**src/rtl/exu_arb_pkg.sv**
```systemverilog
// Shared types and constants for the execute-port issue arbiter.
// The perf counters enabled by EXU_ARB_PERF_EN use PERF_CNT_W.
package exu_arb_pkg;

    localparam int N_REQ_DEF     = 4;
    localparam int PAYLOAD_W_DEF = 64;
    localparam int PERF_CNT_W    = 32;

    // Index width for an N-way requester set; never narrower than one bit.
    function automatic int idx_width(input int n);
        return (n > 1) ? $clog2(n) : 1;
    endfunction

    localparam int IDX_W_DEF = idx_width(N_REQ_DEF);

    // Skid entry layout for the default configuration, shared with downstream decode.
    typedef struct packed {
        logic [PAYLOAD_W_DEF-1:0] payload;
        logic [IDX_W_DEF-1:0]     src;
    } skid_entry_t;

endpackage

```
**src/rtl/rr_arbiter.sv**
```systemverilog
// Combinational round-robin picker: first set req bit at or after ptr, wrapping.
// Reusable by any issue port that keeps its own rotating pointer.
module rr_arbiter
    import exu_arb_pkg::*;
#(
    parameter int N  = 4,
    parameter int IW = idx_width(N)
) (
    input  logic [N-1:0]  req,
    input  logic [IW-1:0] ptr,
    input  logic          en,
    output logic [N-1:0]  gnt,
    output logic [IW-1:0] idx
);

    logic [IW:0]   sum;
    logic [IW-1:0] cand;
    logic          found;

    always_comb begin
        gnt   = '0;
        idx   = '0;
        found = 1'b0;
        sum   = '0;
        cand  = '0;
        for (int k = 0; k < N; k++) begin
            // ptr < N and k < N, so one conditional subtract gives (ptr+k) mod N.
            sum = {1'b0, ptr} + (IW+1)'(k);
            if (sum >= (IW+1)'(N)) begin
                sum = sum - (IW+1)'(N);
            end
            cand = sum[IW-1:0];
            if (en && !found && req[cand]) begin
                found     = 1'b1;
                gnt[cand] = 1'b1;
                idx       = cand;
            end
        end
    end

endmodule

```
**src/rtl/exu_issue_arbiter.sv**
```systemverilog
// Round-robin arbiter sharing one ALU/BRU execute port, feeding a 2-entry skid buffer.
// Optional macro EXU_ARB_PERF_EN adds stall and conflict performance counters.
module exu_issue_arbiter
    import exu_arb_pkg::*;
#(
    parameter int N_REQ     = N_REQ_DEF,
    parameter int PAYLOAD_W = PAYLOAD_W_DEF,
    parameter int IDX_W     = idx_width(N_REQ)
) (
    input  logic                       clk,
    input  logic                       rst,
    input  logic                       flush,
    input  logic [N_REQ-1:0]           req_valid,
    input  logic [N_REQ*PAYLOAD_W-1:0] req_payload,
    output logic [N_REQ-1:0]           req_ready,
    output logic                       exu_valid,
    output logic [PAYLOAD_W-1:0]       exu_payload,
    output logic [IDX_W-1:0]           exu_src,
    input  logic                       exu_ready,
    output logic                       busy
`ifdef EXU_ARB_PERF_EN
    ,
    output logic [PERF_CNT_W-1:0]      perf_stall_cnt,
    output logic [PERF_CNT_W-1:0]      perf_conflict_cnt
`endif
);

    typedef struct packed {
        logic [PAYLOAD_W-1:0] payload;
        logic [IDX_W-1:0]     src;
    } entry_t;

    entry_t           skid_q [2];
    logic [1:0]       count_q;
    logic [1:0]       count_d;
    logic [IDX_W-1:0] rr_ptr_q;
    logic [IDX_W-1:0] rr_ptr_nxt;
    logic             head_q;
    logic             tail_q;

    logic             can_push;
    logic             push;
    logic             pop;
    logic [N_REQ-1:0] gnt;
    logic [IDX_W-1:0] gnt_idx;
    entry_t           push_entry;

    // Grant never looks at exu_ready; holding it in reset keeps req_ready low while rst is asserted.
    assign can_push = (count_q != 2'd2) & ~flush & rst;

    rr_arbiter #(
        .N  (N_REQ),
        .IW (IDX_W)
    ) u_rr_arbiter (
        .req (req_valid),
        .ptr (rr_ptr_q),
        .en  (can_push),
        .gnt (gnt),
        .idx (gnt_idx)
    );

    assign req_ready = gnt;
    assign push      = |gnt;
    assign pop       = exu_valid & exu_ready;

    assign push_entry.payload = req_payload[int'(gnt_idx)*PAYLOAD_W +: PAYLOAD_W];
    assign push_entry.src     = gnt_idx;

    assign rr_ptr_nxt = (gnt_idx == IDX_W'(N_REQ-1)) ? '0 : gnt_idx + IDX_W'(1);

    always_comb begin
        count_d = count_q;
        unique case ({push, pop})
            2'b10:   count_d = count_q + 2'd1;
            2'b01:   count_d = count_q - 2'd1;
            default: count_d = count_q;
        endcase
        if (flush) begin
            count_d = '0;
        end
    end

    always_ff @(posedge clk or negedge rst) begin
        if (!rst) begin
            count_q  <= '0;
            rr_ptr_q <= '0;
            head_q   <= 1'b0;
            tail_q   <= 1'b0;
        end else begin
            count_q <= count_d;
            if (push) begin
                rr_ptr_q <= rr_ptr_nxt;
            end
            if (flush) begin
                head_q <= 1'b0;
                tail_q <= 1'b0;
            end else begin
                if (push) tail_q <= ~tail_q;
                if (pop)  head_q <= ~head_q;
            end
        end
    end

    // Storage is cleared on reset so the head reads zero before the first push.
    always_ff @(posedge clk or negedge rst) begin
        if (!rst) begin
            skid_q[0] <= '0;
            skid_q[1] <= '0;
        end else if (push) begin
            skid_q[tail_q] <= push_entry;
        end
    end

    assign exu_valid   = (count_q != 2'd0);
    assign busy        = (count_q != 2'd0);
    assign exu_payload = skid_q[head_q].payload;
    assign exu_src     = skid_q[head_q].src;

`ifdef EXU_ARB_PERF_EN
    logic multi_req;

    assign multi_req = |(req_valid & (req_valid - N_REQ'(1)));

    always_ff @(posedge clk or negedge rst) begin
        if (!rst) begin
            perf_stall_cnt    <= '0;
            perf_conflict_cnt <= '0;
        end else begin
            if (exu_valid & ~exu_ready) begin
                perf_stall_cnt <= perf_stall_cnt + PERF_CNT_W'(1);
            end
            if (push & multi_req) begin
                perf_conflict_cnt <= perf_conflict_cnt + PERF_CNT_W'(1);
            end
        end
    end
`endif

endmodule

```
**config.mk**
```make
export PLATFORM = sky130hd
export DESIGN_NAME = exu_issue_arbiter
export DESIGN_NICKNAME = d
export VERILOG_FILES = /design/src/rtl/exu_arb_pkg.sv /design/src/rtl/rr_arbiter.sv /design/src/rtl/exu_issue_arbiter.sv
export SDC_FILE = /design/constraint.sdc
export NUM_CORES = 1
export LEC_CHECK = 0
export CAP_MARGIN = 0
export CORE_ASPECT_RATIO = 0.7
export CORE_MARGIN = 2
export CORE_UTILIZATION = 45
export CTS_BUF_LIST = sky130_fd_sc_hd__clkbuf_2 sky130_fd_sc_hd__clkbuf_4 sky130_fd_sc_hd__clkbuf_8
export CTS_CLUSTER_SIZE = 40
export DETAILED_ROUTE_END_ITERATION = 16
export HOLD_SLACK_MARGIN = 0.1
export PLACE_DENSITY = 0.82
export SYNTH_ARGS = -nofsm -noshare
export SYNTH_HDL_FRONTEND = slang
export SYNTH_HIERARCHICAL = 1
export SYNTH_SLANG_ARGS = --single-unit
```
**constraint.sdc**
```tcl
create_clock -name clk -period 5.2 [get_ports clk]
set_input_delay 0.52 -clock clk [delete_from_list [all_inputs] [get_ports clk]]
set_output_delay 0.52 -clock clk [all_outputs]
set_load 0.02 [all_outputs]
```
==> impl_results.md, run 1 <==
- Status: finished, final reports clean
- Clock-pin transition on the worst setup and hold timing paths: 80 ps
- CTS H-tree lvls: 4
- ANT nets after route: 0
- Max-Cap Viols: 0
- Final worst path period need: 4660 ps
- Relative slew slack: 28.7%
- Core area: 18000 sq um
- Synth area leaders: dfrtp_1 42%, mux2_2 20%, mux4_2 19%
- Number of global-route vias before repair: 6502
- CTS sink count: 138
- Leak pwr: 4.73 nW
- Synth top area share: 42.1%
- Final setup TNS: 0 ps
- Worst Path Required: 5490 ps
- CTS buffer count: 17
- Post-route insts no fill: 1109
- Worst-Skew Late Latency: 420 ps
- Warnings, synthesis: 6
- Share of async-settable or async-resettable flops after synthesis: 100%
- Synth unique cells: 46
- # port buffers: 335
- Final Cycle Share: 89.6%
- RR Startpoint: rr_ptr_q[0]
- Clock Skew: 14.7 ps
- Clk buf depth: 2
- First-pass GRT wire length: 34000 um
- Least-Margin Pin Slew: 1070 ps
- Setup bufs post-CTS: 0
- Pin count of the biggest net entering global routing: 77
- Setup CP Type: flop to flop
- PnR worst setup slack: 541 ps
- GRT Util Overall: 23.3%
- Vias per cell: 5.49
- CTS tree: done
- Starting Density: 45.7%
- Mapped Nets: 810
- Number of DRC markers in iteration 0: 308
- Final hold vios: 0
- Post-cts gate resize count: 0
- Fraction of layout cells with a size suffix above 1: 31.1%
- Multi-input gate area: 4450 sq um
- Ys flop type: dfrtp_1
- Post-synth top area cell: dfrtp_1
- Routed WL: 22800 um
- Crit. Startpoint: rr_ptr_q[0]
- I/O pin cnt: 336
- GP Congestion: 0.863
- Mapped cell area: 8210 sq um
- Row count: 41
- Vias: 6089
- CP Max Fanout: 31
- Remaining Overflow, GRT: 0
- Post-synth EDFFs: 0
- Initial antenna violation count: 1
- Total power: 6.51 mW
- HPWL after detailed placement: 17100 um
- Fmax achieved: 0.215 GHz
- Worst slack at placement: 544 ps
- Die area: 19400 sq um
- Area Growth Syn to Fin: 48.4%
- VDD IR max: 0.292 mV
- # hold bufs at CTS: 0
- Root buffer cell: clkbuf_8
- Number of cells after detailed placement: 1076
- Hold crit path type: primary input to async pin
- Die width: 165 um
- Routed len/inst: 20.6 um
- Fin. max-slew vios: 0
- Crit path DAT: 4950 ps
- 1st-pass router iterations: 5
- Post-Syn Instances: 537
- Pwr dens: 534 nW/um^2
- Unrepaired setup endpoints after global routing: false
- FILL cells: 1258
- Final setup violation count: 0
- Syn avg cell area: 15.3 sq um
- Hold WS: 276 ps
- FF/Latch Area: 3450 sq um
- Chip height: 117 um
- CP Capture Type: flop
- Startpoint types: flop
- Sequential share of the synthesized area: 42.1%
- Nets@finish: 1132
- Seq cells post-synth: 138
- DRC violations left: 0
-- cell usage after synthesis (all sizes together), types with 5 or more instances --
library cell	count
o21ai	5
dfrtp	138
mux2	202
ha	9
buf	35
clkbuf	7
nor2	6
inv	8
mux4	68
nand2	14
o211ai	5
-- per-stage QoR --
stage / util, % / area, sq um
after global placement: 65.1 / 11700
after detailed placement: 65.1 / 11700
after CTS: 67.8 / 12200
final: 67.8 / 12200
after global routing: 67.8 / 12200
after floorplan: - / 8210
-- area by class of cell --
cell class,count,share of cell area (%)
Antenna cell,1,0.0206
Clock buffer,19,2.04
Clock inverter,13,1.97
Inverter,8,0.247
Multi-Input combinational cell,349,36.5
Sequential cell,138,28.4
Tap cell,236,2.42
Timing Repair Buffer,345,28.4
-- critical path, cell delays in order (launching register included) --
cell and delay [ps]:
dfrtp_1 810, inv_2 190, ha_1 620, mux4_2 560, nor2b_1 150, o21ai_2 150
o221ai_1 230, or4_1 710, nand2_4 450, buf_4 320, mux2_1 350
-- layer usage --
layer	GRT usage, %	vias up	wire length (um)
met1	28.1	3098	9040
met4	7.70	0	441
met3	5.00	26	1530
met5	0	-	0
li1	-	2718	-
met2	42.1	247	11800
-- path summary, 6_finish.rpt --
| path | slack [ps] | end | cells after the start |
|---|---|---|---|
| setup / recovery | 540 | skid_q[29] | 10 |
| hold / removal | 280 | skid_q[52] | 2 |
| setup reg to reg | 540 | skid_q[29] | 10 |
| hold reg to reg | 490 | skid_q[66] | 1 |
| max in group asynchronous | 3450 | skid_q[62] | 3 |
| min in group clk | 490 | skid_q[66] | 1 |
-- registers in the layout, summed over array words and instances, names as in the netlist --
signal    cells
rr_ptr_q      2
count_q       2
head_q        1
skid_q      132
tail_q        1
-- cell usage in the layout, fill, tap and decap left out, types with 2 or more instances in the layout --
cell type | netlist | layout
a21oi_1 | 3 | 2
buf_12 | 0 | 2
clkbuf_8 | 0 | 17
inv_6 | 0 | 2
mux2_1 | 55 | 55
mux4_2 | 68 | 68
ha_1 | 9 | 9
bufinv_16 | 0 | 6
clkbuf_4 | 0 | 2
dfrtp_1 | 138 | 137
o21ai_0 | 4 | 4
nand3b_1 | 2 | 2
clkinv_4 | 0 | 4
nor3b_1 | 2 | 2
o221ai_1 | 3 | 3
inv_1 | 7 | 7
mux2i_1 | 2 | 2
o211ai_1 | 5 | 5
nand2_1 | 13 | 13
o21a_1 | 4 | 4
buf_4 | 3 | 8
nor4_4 | 2 | 2
mux2_2 | 146 | 146
clkdlybuf4s50_1 | 0 | 334
nor2b_1 | 4 | 4
nor2_1 | 6 | 5
-- report_power, final --
part           internal (mW)  switching (mW)  leakage [nW]  total, mW
logic                   1.95            1.55          2.82       3.51
registers               1.61           0.327          1.67       1.94
clock network          0.637           0.424         0.242       1.06
-- kinds of logic after synthesis --
logic type	Yosys count	share of synthesized area [%]
mux	272	46.7
simple gates	40	3.19
compound gates	26	2.39
fa+ha+maj	9	1.37
buf+inv	50	4.09
flops	138	42.1
xor+xnor	2	0.213
No activity file was read; power rests on OpenSTA's default activity.
==> inputs of run 2 (changes only) <==
Settings changed: RECOVER_POWER set to 25.
==> run 2 against run 1 <==
The run now ends with capacitance limit, slew limit left. Power about the same. Register-to-register slack got worse by 30 ps. Via count decreased by 0.48%.
==> impl_results.md, run 2 (synthesized netlist as in run 1, its figures left out) <==
- ANT nets after route: 0 (unchanged)
- Initial antenna violation count: 1 (unchanged)
- Row count: 41 (unchanged)
- 1st-pass router iterations: 5 (unchanged)
- Number of global-route vias before repair: 6502 (unchanged)
- First-pass GRT wire length: 34000 um (unchanged)
- Die width: 165 um (unchanged)
- Final worst path period need: 4690 ps (+32.8 ps)
- CP Capture Type: flop
- Clk buf depth: 2 (unchanged)
- Final setup violation count: 0 (unchanged)
- CP Max Fanout: 31 (unchanged)
- VDD IR max: 0.293 mV (+0.20%)
- Crit path DAT: 4980 ps (+30 ps)
- Placement Cell Area: 11700 sq um (unchanged)
- Largest register FFs: 132 (unchanged)
- Pin count of the biggest net entering global routing: 77 (unchanged)
- Setup CP Type: flop to flop
- CTS tree: done
- Fmax achieved: 0.213 GHz (-0.70%)
- Leading cell types in the layout, fill and taps excluded: 334 x clkdlybuf4s50_1, 146 x mux2_2, 137 x dfrtp_1
- Area Growth Syn to Fin: 48.2% (about the same)
- Leak pwr: 4.72 nW (-0.18%)
- Chip height: 117 um (unchanged)
- Clock-pin transition on the worst setup and hold timing paths: 70 ps (about the same)
- CTS buffer count: 17 (unchanged)
- Setup bufs post-CTS: 0 (unchanged)
- Starting Density: 45.7% (unchanged)
- CTS sink count: 138 (unchanged)
- Fin. max-slew vios: 64 (+64)
- Status: finished, violations left
- Max-Cap Viols: 1 (+1)
- Post-cts gate resize count: 0 (unchanged)
- Die area: 19400 sq um (unchanged)
- Worst-path cell chain: inv_2, ha_1, mux4_2, nor2b_1, o21ai_2, o221ai_1, or4_1, nand2_4, buf_4, mux2_1
- Final setup TNS: 0 ps (unchanged)
- Total power: 6.51 mW (about the same)
- Nets@finish: 1132 (unchanged)
- Vias: 6060 (-0.48%)
- Routed len/inst: 20.6 um (+0.13%)
- Fraction of layout cells with a size suffix above 1: 30.8% (-0.23 points)
- Pwr dens: 535 nW/um^2 (+0.12%)
- Number of DRC markers in iteration 0: 266 (-14%)
- Startpoint types: flop
- Post-route cell area: 12200 sq um (about the same)
- R2r worst-path depth: 10 (unchanged)
- Worst-Skew Late Latency: 420 ps (about the same)
- Final Cycle Share: 90.2% (+0.63 points)
- Relative slew slack: -119% (-150 points)
- Hold Path Stages: 1
- Least-Margin Pin Slew: 3280 ps (+2210 ps)
- Hold crit path type: flop to flop
- Final hold vios: 0 (unchanged)
- PnR worst setup slack: 509 ps (-32.8 ps)
- Top Registers: skid_q: 132 flops, count_q: 2 flops, rr_ptr_q: 2 flops
- DRC violations left: 0 (unchanged)
- Root buffer cell: clkbuf_8
- HPWL after detailed placement: 17100 um (unchanged)
- Worst slack at placement: 544 ps (unchanged)
- CP peak stage delay: 810 ps (about the same)
- # port buffers: 335 (unchanged)
- Core area: 18000 sq um (unchanged)
- Remaining Overflow, GRT: 0 (unchanged)
- Routed WL: 22800 um (+0.13%)
- I/O pin cnt: 336 (unchanged)
- Clock Skew: 12.6 ps (-2.17 ps)
- Largest register by flop count: skid_q
- GP Congestion: 0.863 (unchanged)
- Commonest non-fill, non-tap cell in the layout: clkdlybuf4s50_1
- # hold bufs at CTS: 0 (unchanged)
- Vias per cell: 5.46 (-0.48%)
- Slowest stage cell on the critical path: dfrtp_1
- GRT Util Overall: 23.3% (unchanged)
- Violated checks: capacitance limit, slew limit
- CTS H-tree lvls: 4 (unchanged)
- Worst Path Required: 5490 ps (about the same)
- Unrepaired setup endpoints after global routing: false
## run 2: cell count changes in the layout (fill, tap and decap cells not counted)
cell,change
buf_4,-2
buf_6,-1
clkbuf_1,+2
clkbuf_4,+1
## run 2: cell type report
class,instances,area [sq um]
Antenna cell,1,2.50
Clock buffer,19,249
Clock inverter,13,240
Fill cell,1259,5790
Inverter,8,30.0
Multi-Input combinational cell,349,4450
Sequential cell,138,3450
Tap cell,236,295
Timing Repair Buffer,345,3440
## run 2: per-layer routing
metal  up-vias  track usage [%]  share of wire (%)
met5         -                0                  0
met4         0             7.70                1.9
met3        25             5.00                6.6
met2       260             42.1                 51
met1      3058             28.1                 40
li1       2717                -                  -
## run 2: report_power, final
group          internal, mW  total, mW  switching [mW]  leakage (nW)
clock network         0.637       1.06           0.425         0.242
registers              1.61       1.94           0.327          1.67
logic                  1.95       3.51            1.56          2.81
## run 2: final timing paths
| check | startpoint | to | slack, ps |
|---|---|---|---|
| worst max-delay path | rr_ptr_q[0] | skid_q[29] | 510 |
| max in group asynchronous | rst | skid_q[123] | 1180 |
| min in group asynchronous | rst | head_q | 1440 |
| worst min register to register | skid_q[66] | skid_q[66] | 490 |
| worst min-delay path | skid_q[66] | skid_q[66] | 490 |
| worst max register to register | rr_ptr_q[0] | skid_q[29] | 510 |
## run 2: worst max-delay path, delay by kind of cell (launching register included)
family,cells,cell delay (ps)
DFF,1,810
AOI/OAI and AO/OA,2,390
muxes,2,910
adders and majority gates,1,630
buffers and inverters,2,510
and+or+nand+nor,3,1310
## run 2: per-stage QoR
step / utilization, % / std cells / hold slack [ps]
6_report: 67.8 / 1109 / 490
5_1_grt: 67.8 / 1109 / 512
4_1_cts: 67.8 / 1108 / 282
3_5_place_dp: 65.1 / 1076 / 475
3_3_place_gp: 65.1 / 1076 / 463
2_1_floorplan: - / 537 / 224
==> inputs of run 3 (changes only) <==
Settings changed: CORE_AREA set to 2 2 132 134, CORE_ASPECT_RATIO 0.7 to unset, CORE_MARGIN 2 to unset, CORE_UTILIZATION 45 to unset, DIE_AREA set to 0 0 134 136, DONT_BUFFER_PORTS set to 1, PLACE_DENSITY 0.82 to 0.63.
==> run 3 against run 2 <==
The flow still finishes with violations (capacitance limit, slew limit). Critical endpoint is now skid_q[4]. Power fell by 16%. Clock power is 13% lower. Highest routed layer unchanged. Combinational power shrank 23%. Maximum frequency is 3.2% higher. Largest power group unchanged. Critical path depth unchanged.
==> impl_results.md, run 3 (synthesized netlist as in run 1, its figures left out) <==
- Top Registers: skid_q: 132 flops, count_q: 2 flops, rr_ptr_q: 2 flops
- Unrepaired setup endpoints after global routing: false
- Leading cell types in the layout, fill and taps excluded: 146 x mux2_2, 137 x dfrtp_1, 68 x mux4_2
- Chip height: 136 um (+16%)
- Post-route insts no fill: 767 (-31%)
- Routed len/inst: 24.4 um (+19%)
- Status: finished, violations left
- GP Congestion: 0.845 (-2.2%)
- Leak pwr: 3.40 nW (-28%)
- Initial antenna violation count: 2 (+1)
- Vias: 4769 (-21%)
- Area Growth Syn to Fin: 6.65%
- CTS H-tree lvls: 4 (unchanged)
- I/O pin cnt: 336 (unchanged)
- Post-route cell area: 8750 sq um (-28%)
- Pin count of the biggest net entering global routing: 139 (+81%)
- Fraction of layout cells with a size suffix above 1: 50.1% (+19 points)
- Crit. Startpoint: rr_ptr_q[1]
- Setup CP Type: flop to flop
- Placement Cell Area: 8300 sq um (-29%)
- M2 GR Usage: 34.0% (-8.0 points)
- CTS buffer count: 17 (unchanged)
- Startpoint types: flop
- Met3 usage: 7.42% (+2.4 points)
- Hold crit path type: primary input to flop
- Setup bufs post-CTS: 0 (unchanged)
- Die width: 134 um (-19%)
- GRT Max-Usage Layer: met2
- VDD IR max: 0.242 mV (-17%)
- Clock Skew: 10.7 ps (-1.86 ps)
- Fmax achieved: 0.220 GHz (+3.2%)
- Root buffer cell: clkbuf_8
- Commonest non-fill, non-tap cell in the layout: mux2_2
- CTS sink count: 138 (unchanged)
- DRC violations left: 0 (unchanged)
- Hold_sp: exu_ready
- Final hold vios: 0 (unchanged)
- First-pass GRT wire length: 28600 um (-16%)
- HPWL after detailed placement: 13200 um (-23%)
- Clock-pin transition on the worst setup and hold timing paths: 80 ps (about the same)
- Largest register by flop count: skid_q
- Starting Density: 48.6% (+2.9 points)
- Final setup violation count: 0 (unchanged)
- Worst-Skew Late Latency: 440 ps (+20 ps)
- Core area: 16900 sq um (-6.0%)
- Number of global-route vias before repair: 5045 (-22%)
- Pwr dens: 628 nW/um^2 (+17%)
- Final setup TNS: 0 ps (unchanged)
- RR Startpoint: rr_ptr_q[1]
- PnR worst setup slack: 656 ps (+147 ps)
- Max-Cap Viols: 1 (unchanged)
- Fin. max-slew vios: 139 (+120%)
- Violated checks: capacitance limit, slew limit
- Die area: 18200 sq um (-5.8%)
- Hold WS: 307 ps (-184 ps)
- Number of DRC markers in iteration 0: 161 (-39%)
- GR Layer Usage met1: 25.2% (-2.9 points)
- CP Capture Type: flop
- Nets@finish: 802 (-29%)
- Relative slew slack: -126% (-7.2 points)
- Largest register FFs: 132 (unchanged)
- Vias per cell: 6.22 (+14%)
- Worst slack at placement: 681 ps (+137 ps)
- Number of cells after detailed placement: 731 (-32%)
- Final Cycle Share: 87.4% (-2.8 points)
- Total power: 5.50 mW (-16%)
- Final worst path period need: 4540 ps (-147 ps)
- Least-Margin Pin Slew: 3390 ps (+108 ps)
- CTS tree: done
- Row count: 48 (+17%)
- Clk buf depth: 2 (unchanged)
- Crit path DAT: 4860 ps (-120 ps)
- GRT Util Overall: 20.6% (-2.7 points)
- Routed WL: 18800 um (-18%)
- ANT nets after route: 0 (unchanged)
- # port buffers: 0 (-100%)
- Remaining Overflow, GRT: 0 (unchanged)
- Worst Path Required: 5520 ps (+30 ps)
- CP Max Fanout: 33 (+6.5%)
- FF/Latch Area: 3450 sq um (unchanged)
- Post-Route Utilization: 51.9% (-16 points)
- FILL cells: 1381 (+9.7%)
- 1st-pass router iterations: 4 (-1)
- Multi-input gate area: 4450 sq um (unchanged)
[run 3: power by group]
group	leakage, nW	internal [mW]	switching [mW]
logic	1.53	1.25	1.44
clock network	0.206	0.489	0.428
registers	1.67	1.61	0.280
[run 3: worst max-delay path: stages (launching register included)]
cell	delay (ps)
dfrtp_1	630
inv_1	240
ha_1	610
mux4_2	540
nor2b_1	150
o21ai_2	150
o221ai_1	410
or4_1	730
nand2_4	120
buf_4	410
mux2_2	390
[run 3: area by class of cell]
cell class | instances | share of cell area, %
clock buffers | 18 | 2.83
well taps | 225 | 3.22
multi-input cells | 349 | 50.9
clock inverters | 13 | 1.92
repair buffers | 15 | 1.34
diodes | 1 | 0.0286
flip-flops and latches | 138 | 39.5
inverters | 8 | 0.343
[run 3: final timing paths]
| path | end | slack, ps | depth (start not counted) |
|---|---|---|---|
| worst max-delay path | skid_q[4] | 660 | 10 |
| worst min-delay path | count_q[1] | 310 | 3 |
| worst max register to register | skid_q[4] | 660 | 10 |
| worst min register to register | skid_q[119] | 490 | 1 |
| max in group asynchronous | head_q | 1280 | 2 |
| min in group asynchronous | skid_q[78] | 1760 | 2 |
[run 3: per-layer routing]
metal | vias up | routed length [um]
met5 | - | 0
met4 | 0 | 378
met3 | 26 | 1700
met2 | 228 | 9430
met1 | 2447 | 7240
li1 | 2068 | -
[run 3: timing repair]
item	CTS	global route
hold buffers	3	1
gates resized for setup	0	0
endpoints found under the hold margin	139	3
